### config.mk
export PLATFORM = sky130hd
export DESIGN_NAME = microcode_sequencer
export DESIGN_NICKNAME = d
export VERILOG_FILES = /design/src/rtl/microcode_sequencer.sv
export SDC_FILE = /design/constraint.sdc
export NUM_CORES = 1
export LEC_CHECK = 0
export ABC_AREA = 1
export CAP_MARGIN = 20
export CORE_MARGIN = 2
export CORE_UTILIZATION = 49
export CTS_BUF_LIST = sky130_fd_sc_hd__clkbuf_4
export CTS_CLUSTER_SIZE = 10
export DETAILED_ROUTE_END_ITERATION = 10
export MAX_ROUTING_LAYER = met4
export PLACE_DENSITY = 0.87
export SETUP_SLACK_MARGIN = 0.5
export SLEW_MARGIN = 25
export SYNTH_ARGS = -nofsm -noshare
export SYNTH_HDL_FRONTEND = slang
export SYNTH_SLANG_ARGS = --single-unit
### constraint.sdc
create_clock -name i_clk -period 5.8 [get_ports i_clk]
set_input_delay 1.74 -clock i_clk [delete_from_list [all_inputs] [get_ports i_clk]]
set_output_delay 1.74 -clock i_clk [all_outputs]
set_load 0.02 [all_outputs]
### src/rtl/microcode_sequencer.sv
// Microcode sequencer: step counter, ALU flag register, halt state and control-word decode.
// Define SEQ_SINGLE_STEP_EN to add i_step_mode/i_step_go single-step gating.
module microcode_sequencer #(
  parameter int INSTRUCTION_WIDTH = 4,
  parameter int INSTRUCTION_STEPS = 8,
  parameter bit MASK_ADV          = 1'b0,
  localparam int STEP_WIDTH         = $clog2(INSTRUCTION_STEPS),
  localparam int CONTROL_WORD_WIDTH = 17
) (
  input  logic                          i_clk,
  input  logic                          i_reset,
  input  logic [INSTRUCTION_WIDTH-1:0]  i_instruction,
  input  logic                          i_zero,
  input  logic                          i_carry,
  input  logic                          i_odd,
`ifdef SEQ_SINGLE_STEP_EN
  input  logic                          i_step_mode,
  input  logic                          i_step_go,
`endif
  output logic [CONTROL_WORD_WIDTH-1:0] o_control_word,
  output logic [STEP_WIDTH-1:0]         o_step,
  output logic                          o_halted,
  output logic                          o_fault
);

  typedef logic [CONTROL_WORD_WIDTH-1:0] cw_t;
  localparam cw_t ONE   = CONTROL_WORD_WIDTH'(1);
  localparam cw_t c_HLT = ONE << 16;
  localparam cw_t c_MI  = ONE << 15;
  localparam cw_t c_RI  = ONE << 14;
  localparam cw_t c_RO  = ONE << 13;
  localparam cw_t c_IO  = ONE << 12;
  localparam cw_t c_II  = ONE << 11;
  localparam cw_t c_AI  = ONE << 10;
  localparam cw_t c_AO  = ONE << 9;
  localparam cw_t c_EO  = ONE << 8;
  localparam cw_t c_SU  = ONE << 7;
  localparam cw_t c_BI  = ONE << 6;
  localparam cw_t c_OI  = ONE << 5;
  localparam cw_t c_CE  = ONE << 4;
  localparam cw_t c_CO  = ONE << 3;
  localparam cw_t c_J   = ONE << 2;
  localparam cw_t c_EL  = ONE << 1;
  localparam cw_t c_ADV = ONE;

  localparam logic [STEP_WIDTH-1:0] S0    = STEP_WIDTH'(0);
  localparam logic [STEP_WIDTH-1:0] S1    = STEP_WIDTH'(1);
  localparam logic [STEP_WIDTH-1:0] S2    = STEP_WIDTH'(2);
  localparam logic [STEP_WIDTH-1:0] S3    = STEP_WIDTH'(3);
  localparam logic [STEP_WIDTH-1:0] S4    = STEP_WIDTH'(4);
  localparam logic [STEP_WIDTH-1:0] SLAST = STEP_WIDTH'(INSTRUCTION_STEPS - 1);

  typedef enum logic {RUN, HALT} state_t;

  state_t                 state_q, state_d;
  logic [STEP_WIDTH-1:0]  step_q, step_d;
  logic [2:0]             flags_q, flags_d;   // {z, c, o}
  logic                   fault_q, fault_d;

  logic       ext_nop;
  logic [3:0] op;
  logic       jump_flag;
  logic       advance;
  cw_t        raw_cw;
  cw_t        cw;

  // Opcodes wider than four bits with any upper bit set fall through to NOP.
  assign ext_nop = (i_instruction >> 4) != '0;
  assign op      = ext_nop ? 4'h0 : i_instruction[3:0];

`ifdef SEQ_SINGLE_STEP_EN
  assign advance = !i_step_mode || i_step_go;
`else
  assign advance = 1'b1;
`endif

  always_comb begin
    jump_flag = 1'b0;
    case (op)
      4'h9:    jump_flag = flags_q[2];
      4'hA:    jump_flag = flags_q[1];
      4'hB:    jump_flag = flags_q[0];
      default: jump_flag = 1'b0;
    endcase
  end

  always_comb begin
    raw_cw = '0;
    if (step_q == S0) begin
      raw_cw = c_MI | c_CO;
    end else if (step_q == S1) begin
      raw_cw = c_RO | c_II | c_CE;
    end else begin
      case (op)
        4'h1: begin
          if (step_q == S2)      raw_cw = c_IO | c_MI;
          else if (step_q == S3) raw_cw = c_RO | c_AI | c_ADV;
        end
        4'h2, 4'h3: begin
          if (step_q == S2)      raw_cw = c_IO | c_MI;
          else if (step_q == S3) raw_cw = c_RO | c_BI;
          else if (step_q == S4) raw_cw = c_EO | c_AI | c_EL | c_ADV | ((op == 4'h3) ? c_SU : '0);
        end
        4'h4: if (step_q == S2) raw_cw = c_IO | c_AI | c_ADV;
        4'h5, 4'h6: begin
          if (step_q == S2)      raw_cw = c_IO | c_BI;
          else if (step_q == S3) raw_cw = c_EO | c_AI | c_EL | c_ADV | ((op == 4'h6) ? c_SU : '0);
        end
        4'h7: begin
          if (step_q == S2)      raw_cw = c_IO | c_MI;
          else if (step_q == S3) raw_cw = c_AO | c_RI | c_ADV;
        end
        4'h8: if (step_q == S2) raw_cw = c_IO | c_J | c_ADV;
        4'h9, 4'hA, 4'hB: if (step_q == S2) raw_cw = (jump_flag ? (c_IO | c_J) : '0) | c_ADV;
        4'hE: if (step_q == S2) raw_cw = c_AO | c_OI | c_ADV;
        4'hF: if (step_q == S2) raw_cw = c_HLT;
        default: if (step_q == S2) raw_cw = c_ADV;
      endcase
    end
  end

  // MASK_ADV suppresses instruction retirement so the overrun path can be exercised.
  assign cw = (state_q == RUN && advance) ? (MASK_ADV ? (raw_cw & ~c_ADV) : raw_cw) : '0;

  always_comb begin
    state_d = state_q;
    step_d  = step_q;
    flags_d = flags_q;
    fault_d = fault_q;
    if (state_q == RUN && advance) begin
      if ((cw & c_EL) != '0) flags_d = {i_zero, i_carry, i_odd};
      if ((cw & c_HLT) != '0) begin
        state_d = HALT;
      end else if ((cw & c_ADV) != '0) begin
        step_d = S0;
      end else if (step_q == SLAST) begin
        step_d  = S0;
        fault_d = 1'b1;
      end else begin
        step_d = step_q + STEP_WIDTH'(1);
      end
    end
  end

  always_ff @(posedge i_clk or posedge i_reset) begin
    if (i_reset) begin
      state_q <= RUN;
      step_q  <= S0;
      flags_q <= 3'b000;
      fault_q <= 1'b0;
    end else begin
      state_q <= state_d;
      step_q  <= step_d;
      flags_q <= flags_d;
      fault_q <= fault_d;
    end
  end

  assign o_control_word = cw;
  assign o_step         = step_q;
  assign o_halted       = (state_q == HALT);
  assign o_fault        = fault_q;

endmodule

# == After elaboration in Yosys (flattened, before gate mapping) ==
# Cells that the tools add are included.
# op_classes
n_addsub,1
eq_ne,18
n_reduce_logical,7
n_mux,27
bitwise,3
# ops
operator,count
17-bit case mux with 9 select lines,1
17-bit 2-to-1 mux,5
13-bit 2-to-1 mux,5
16-bit 2-to-1 mux,2
14-bit 2-to-1 mux,2
"4-bit == test, second input constant",6
11-bit 2-to-1 mux,2
"4-bit by 3-bit == test with 1-bit output, second input constant",4
8-bit 2-to-1 mux,2
15-bit 2-to-1 mux,1
10-bit 2-to-1 mux,1
"4-bit by 2-bit == test with 1-bit output, second input constant",2
"3-bit by 2-bit == test with 1-bit output, second input constant",2
"3-bit == test, second input constant",2
3-bit 2-to-1 mux,2
"4-bit by 1-bit == test with 1-bit output, second input constant",1
2-bit AND reduction,2
4-bit AND reduction,1
2-bit OR reduction,2
"3-bit by 1-bit adder with 3-bit output, second input constant",1
"3-bit by 1-bit == test with 1-bit output, second input constant",1
3-bit logical NOT,1
1-bit 2-to-1 mux,3
1-bit inverter,3
other kinds (2),2
# word_totals
register_bits,8
out_inout_bits,22
word_cells,60
input_bits,9

# == Logic depth before layout (Yosys ltp) ==
# Gate-level depths: netlist of the first run.
# depth
word_depth,11
mapped_depth,11
ltp_nobuf,11

# == Worst setup path after synthesis of the first run ==
# OpenSTA, ideal clock, no wires.
# synth_path
path_type,in2out
startpoint,in i_instruction[3]
endpoint,out o_control_word[2]
setup_slack_ns,1.372
t_required_ns,4.060
path_stages,5
path_buffers,0
arrival_time_ns,2.688
path_cell_list,nand2_1 -> nand2_1 -> a21oi_2 -> nand2_1 -> nor3_1
# synth_via
elab_chain_cells,8
elab_cells_between_ends,23
classes_between,13 x eq/ne; 7 x mux; 3 x reduce/logical
# synth_lines
item,line_no,source
"start, declared",12,"input logic [INSTRUCTION_WIDTH-1:0] i_instruction,"
4-bit == test,"79, 94",
1-bit case mux with 3 select lines,79,case (op)
13-bit 2-to-1 mux (2 in a row),114,"4'h9, 4'hA, 4'hB: if (step_q == S2) raw_cw = (jump_flag ? (c_IO | c_J) : '0) | c_ADV;"
17-bit case mux with 9 select lines *,94,case (op)
17-bit 2-to-1 mux *,91,end else if (step_q == S1) begin
17-bit 2-to-1 mux *,89,if (step_q == S0) begin
17-bit 2-to-1 mux *,123,assign cw = (state_q == RUN && advance) ? (MASK_ADV ? (raw_cw & ~c_ADV) : raw_cw) : '0;
"end, declared",20,"output logic [CONTROL_WORD_WIDTH-1:0] o_control_word,"
# Mark *: on every way between the ends. The rest lies on a longest branch, timed or not.

# == Final worst setup path of the first run ==
# layout_path
startpoint,in i_instruction[2]
endpoint,out o_control_word[13]
# layout_via
elab_chain_cells,6
elab_cells_between_ends,20
classes_between,13 x eq/ne; 4 x mux; 3 x reduce/logical
# layout_lines
item,line_no
4-bit == test (tied with other cells),94
3-bit OR reduction (tied with other cells),94
17-bit case mux with 9 select lines *,94
17-bit 2-to-1 mux *,91
17-bit 2-to-1 mux *,89
17-bit 2-to-1 mux *,123
# Marked as above.

==> flow_summary.ini, run 1 <==
[drt]
viasPerCell = 5.10
drt_first_pass_iters = 4
drc = 0
wl_per_cell_um = 11.7
drt_iter0_drc = 15
vias = 924
drt_wl_total_um = 2110
antenna_left = 0

[cells_and_area]
area_growth_pct = 39.0
stdcell_area_um2 = 1140
diodes = 0
drive_above_1_share_pct = 12.7
fin_nets = 182

[yosys]
async_reset_ff_share_pct = 100
synth_area_um2 = 822
avgSynthCellArea_um2 = 6.13
synthTopCellsByCount = nand2_1 (31), nor2_1 (28), inv_1 (21), dfrtp_1 (8), nand3_1 (7)
yosysTopAreaCellShare_pct = 24.4
ys.flop_type = dfrtp_1
ys_ff_latch = 8
syn_inst = 134
yosysTopAreaCell = dfrtp_1
synth_edf_count = 0
synthDistinctLibCells = 22
ys_seq_area_share_pct = 24.4
yosys_warnings = 0
synth.most_common_cell = nand2_1
netlist_top_cells_area = dfrtp_1 (24%), nand2_1 (14%), nor2_1 (13%), inv_1 (9.6%), ha_1 (9.1%)
synth_fp_nets = 149

[global_route]
grt_pass1_vias = 871
grt_max_degree = 9
grt_use_met2_pct = 43.4
grt_busiest_layer = met2
use_met3_pct = 2.40
overflow = 0
grt_pass1_wl_um = 3560
antenna_found_initial = 0
grt_use_met1_pct = 28.5
track_usage_pct = 24.4

[die]
die_y_um = 45.0
core_area_um2 = 1540
fp.dieW_um = 45.0
rows = 14
dieArea_um2 = 2020
io_pins = 31
start_util_pct = 53.3

[cts]
cts_hold_buf = 0
cts_max_path_buffers = 2
htree_num_levels = 1
cts_sinks = 8
clk_pin_slew_ns = 0.05
cts-root-buf = clkbuf_4
clock_latency_ns = 0.25
cts_tree = yes
cts_made_buffers = 3

[placed_design]
placed_area_um2 = 1130
port_buffers = 30
place_congestion = 0.954
dp_hpwl_um = 1770

[power_and_ir_drop]
p_leak_nw = 0.615
p_per_area_nw_per_um2 = 100
peakVddDrop_v = 0.0000970

[timing]
max_freq_ghz = 0.191
hold_viol = 0
rsz0062_at_grt = no
setup_viol = 0
tns_ns = 0
min_period_ns = 5.23
slew_viol_final = 0
finClkSkew_ns = 0.00240
worst_slew_pin_slew_ns = 0.305
period_share_pct = 90.2
slew_headroom_pct = 79.6

[worst_setup_path]
required_ns = 4.06
critPathCaptureType = output pin
cp.arrival_ns = 3.49
start_kind = primary input
crit_fanout = 4
crit_type = in -> out
rr_worst_depth = 11

[flow_run]
max_cap_viol_count = 0

[min_path]
hold_path.class = reg -> reg
worstHoldPathCells = 2

[status]
status = finished clean
[metrics by stage]
step / instances / power [mW] / util [%] / hold slack [ns] / setup slack (ns)
global placement: 178 / 0.0731 / 73.1 / 0.451 / 0.320
floorplan: 134 / 0.0647 / - / 0.486 / 1.37
global route: 181 / 0.121 / 74.1 / 0.500 / 0.501
finish: 181 / 0.115 / 74.1 / 0.481 / 0.567
CTS: 181 / 0.117 / 73.9 / 0.492 / 0.504
detailed placement: 178 / 0.0730 / 73.1 / 0.479 / 0.316
[state kept, by name, indices dropped and copies added, names as in the netlist]
register / cells
o_halted: 1
o_step: 3
flags_q: 3
o_fault: 1
[routing by layer]
layer | up-vias | part of all wire, %
met5 | - | 0
met4 | 0 | 0.62
met3 | 2 | 5.9
li1 | 480 | -
met2 | 37 | 52
met1 | 405 | 41
[timing repair]
item	in CTS	in global routing
setup buffers	0	0
resized for setup	14	1
setup endpoints to repair	12	1
[path summary, 6_finish.rpt]
check                                  from                 end  slack [ns]
setup / recovery           i_instruction[2]  o_control_word[13]        0.57
hold / removal                      o_fault             o_fault        0.48
setup reg to reg                  o_step[0]           o_step[0]        4.02
hold reg to reg                     o_fault             o_fault        0.48
max in group asynchronous           i_reset           o_step[1]        3.83
min in group asynchronous           i_reset          flags_q[2]        1.73
[placed cells by master (no fill, tap or decap), types with 2 or more instances in the layout]
master           Yosys  routed
a21oi_1              3       3
clkbuf_4             0       3
clkdlybuf4s50_1      0      17
dfrtp_1              8       8
dlygate4sd2_1        0      12
ha_1                 6       6
inv_1               21      21
inv_2                3       3
nand2_1             31      30
nand2_2              4       5
nand3_1              7       7
nand3_2              2       2
nor2_1              28      27
nor2_2               3       4
nor3_1               3       3
o21ai_1              3       3
o22ai_1              3       3
[report_power, final]
group	internal, mW	switching (mW)
logic	0.00724	0.00942
registers	0.0559	0
clock network	0.0237	0.0186
total	0.0868	0.0280
[critical path, cell delays in order]
cell	delay (ns)
clkdlybuf4s50_1	0.48
nor2_2	0.23
inv_1	0.09
nor2_1	0.09
nand2_1	0.08
a31oi_1	0.16
clkdlybuf4s50_1	0.62
[cell type report]
| cell class | instances | area [um^2] |
|---|---|---|
| well taps | 16 | 20.0 |
| fillers | 131 | 399 |
| flip-flops and latches | 8 | 200 |
| multi-input cells | 99 | 517 |
| inverters | 25 | 95.1 |
| repair buffers | 30 | 288 |
| clock buffers | 3 | 22.5 |
[cells by family (layout without fill, tap and decap cells)]
| family | Yosys count | in the layout | synth area share [%] |
|---|---|---|---|
| buf+inv | 27 | 58 | 13.4 |
| flops | 8 | 8 | 24.4 |
| compound gates | 13 | 13 | 10.3 |
| simple gates | 80 | 80 | 42.8 |
| fa+ha+maj | 6 | 6 | 9.13 |
(Power assumes the default switching activity.)
==> inputs of run 2 (changes only) <==
--- a/config.mk
+++ b/config.mk
@@ -7,13 +7,14 @@
 export LEC_CHECK = 0
 export ABC_AREA = 1
 export CAP_MARGIN = 20
+export CELL_PAD_IN_SITES_DETAIL_PLACEMENT = 1
+export CELL_PAD_IN_SITES_GLOBAL_PLACEMENT = 1
 export CORE_MARGIN = 2
-export CORE_UTILIZATION = 49
+export CORE_UTILIZATION = 32
 export CTS_BUF_LIST = sky130_fd_sc_hd__clkbuf_4
 export CTS_CLUSTER_SIZE = 10
 export DETAILED_ROUTE_END_ITERATION = 10
-export MAX_ROUTING_LAYER = met4
-export PLACE_DENSITY = 0.87
+export PLACE_DENSITY = 0.85
 export SETUP_SLACK_MARGIN = 0.5
 export SLEW_MARGIN = 25
 export SYNTH_ARGS = -nofsm -noshare
==> flow_summary.ini, run 2 (synthesis results as in run 1) <==
[status]
status = finished clean

[timing]
worst_slew_pin_slew_ns = 0.325
rsz0062_at_grt = no
tns_ns = 0
hold_viol = 0
min_period_ns = 5.15
period_share_pct = 88.8
finClkSkew_ns = 0.00563
slew_viol_final = 0
slew_headroom_pct = 78.3
max_freq_ghz = 0.194
whs_ns = 0.474
setup_viol = 0

[placed_design]
place_congestion = 0.867
port_buffers = 30
dp_hpwl_um = 2190
placed_area_um2 = 1140

[power_and_ir_drop]
p_leak_nw = 0.638
p_total_mw = 0.115
internal_power_mw = 0.0865
switching_share_pct = 25.0
netSwitchingPower_mw = 0.0288
combPwrFrac_pct = 14.7
p_clk_share_pct = 36.9
p_per_area_nw_per_um2 = 100
peakVddDrop_v = 0.000102
p_seq_share_pct = 48.4

[die]
dieArea_um2 = 2990
fp.dieW_um = 54.7
start_util_pct = 33.5
io_pins = 31
core_area_um2 = 2450
die_y_um = 54.7
rows = 18

[worst_setup_path]
crit_fanout = 7
start_kind = primary input
rr_worst_depth = 11
critPathSlowestCell = clkdlybuf4s50_1
r2r_end = o_step[2]
rrSetupSlack_ns = 3.88
crit_type = in -> out
r2r-start = o_step[0]
endpoint = o_control_word[2]
cp_common_cell = nand2_1
crit_chain = clkdlybuf4s50_1, nor2_2, nand2_1, nand2_1, a21oi_2, nand2_2, nor3_1, dlygate4sd2_1
cp.arrival_ns = 3.41
critPathBufInv = 2
required_ns = 4.06
cp_top_family = buffers and inverters
crit_path_start = i_instruction[2]
max_stage_delay_ns = 0.57
critPathCaptureType = output pin
cp.depth = 8

[cells_and_area]
diodes = 0
area_growth_pct = 40.3
final_cell_mix = nand2_1 (30), nor2_1 (27), inv_1 (21), clkdlybuf4s50_1 (15), dlygate4sd2_1 (9)
drive_above_1_share_pct = 14.5
fin_nets = 182
layout_commonest_cell = nand2_1
stdcell_area_um2 = 1150

[drt]
drc = 0
wl_per_cell_um = 13.5
viasPerCell = 4.76
antenna_left = 0
drt_iter0_drc = 8
vias = 928
drt_first_pass_iters = 4
drt_wl_total_um = 2630

[global_route]
grt_pass1_vias = 988
grt_use_met1_pct = 23.2
overflow = 0
grt_use_met2_pct = 35.5
grt_pass1_wl_um = 4310
grt_max_degree = 9
antenna_found_initial = 0
track_usage_pct = 20.0
use_met3_pct = 2.19
grt_busiest_layer = met2

[cts]
clock_latency_ns = 0.25
cts_made_buffers = 3
cts_tree = yes
cts_sinks = 8
clk_pin_slew_ns = 0.05
cts-root-buf = clkbuf_4
htree_num_levels = 1
cts_max_path_buffers = 2

[min_path]
hold_path.class = reg -> reg
hp-start = o_fault

[flow_run]
max_cap_viol_count = 0
run 2: cell count changes in the layout (fill, tap and decap cells not counted):
cell,before,now
clkdlybuf4s50_1,17,15
clkbuf_2,0,3
dlygate4sd2_1,12,9
dlymetal6s2s_1,1,3
run 2: repair_timing:
| action | 4_1_cts | 5_1_grt |
|---|---|---|
| resized for setup | 14 | 9 |
| buffers inserted | 0 | 0 |
| hold buffers | 0 | 0 |
| endpoints found under the setup margin | 14 | 6 |
run 2: layer usage:
| metal | up-vias | share of wire (%) |
|---|---|---|
| met5 | - | 0 |
| met4 | 0 | 0.80 |
| met3 | 4 | 3.3 |
| met2 | 20 | 54 |
| met1 | 429 | 42 |
| li1 | 475 | - |
run 2: cell type report:
class	count	area (um^2)
Sequential cell	8	200
Clock buffer	3	22.5
Inverter	25	95.1
Timing Repair Buffer	30	282
Fill cell	339	1300
Multi-Input combinational cell	99	517
Tap cell	30	37.5
run 2: how the worst min path moves through the flow:
stage                       endpoint  slack [ns]  depth (start not counted)
after detailed placement     o_fault        0.47                          2
final                        o_fault        0.47                          2
after floorplan           flags_q[0]        0.49                          2
after global routing         o_fault        0.51                          2
after CTS                    o_fault        0.48                          2
after global placement       o_fault        0.45                          2
run 2: power groups by stage:
stage                     logic (mW)  registers (mW)  clock network, mW
after floorplan              0.00784          0.0568                  0
after global placement        0.0163          0.0568                  0
after detailed placement      0.0170          0.0568                  0
after CTS                     0.0171          0.0559             0.0447
after global routing          0.0188          0.0558             0.0479
final                         0.0169          0.0559             0.0425
run 2: tightest hold or removal path, delay by kind of cell (launching register included):
kind          cells  cell delay, ns
buf+inv           1            0.04
flops             1            0.35
simple gates      1            0.05
run 2: per-stage QoR:
step                std cells  setup slack, ns  util, %
floorplan                 134             1.37        -
CTS                       195            0.325     47.1
finish                    195            0.651     47.0
detailed placement        192            0.222     46.6
global route              195            0.528     47.0
global placement          192            0.295     46.6
==> inputs of run 3 (changes only) <==
--- a/config.mk
+++ b/config.mk
@@ -16,7 +16,6 @@
 export DETAILED_ROUTE_END_ITERATION = 10
 export PLACE_DENSITY = 0.85
 export SETUP_SLACK_MARGIN = 0.5
-export SLEW_MARGIN = 25
 export SYNTH_ARGS = -nofsm -noshare
 export SYNTH_HDL_FRONTEND = slang
 export SYNTH_SLANG_ARGS = --single-unit
==> results of run 3 <==
Final layout, timing and power as in run 2 (identical DEF).
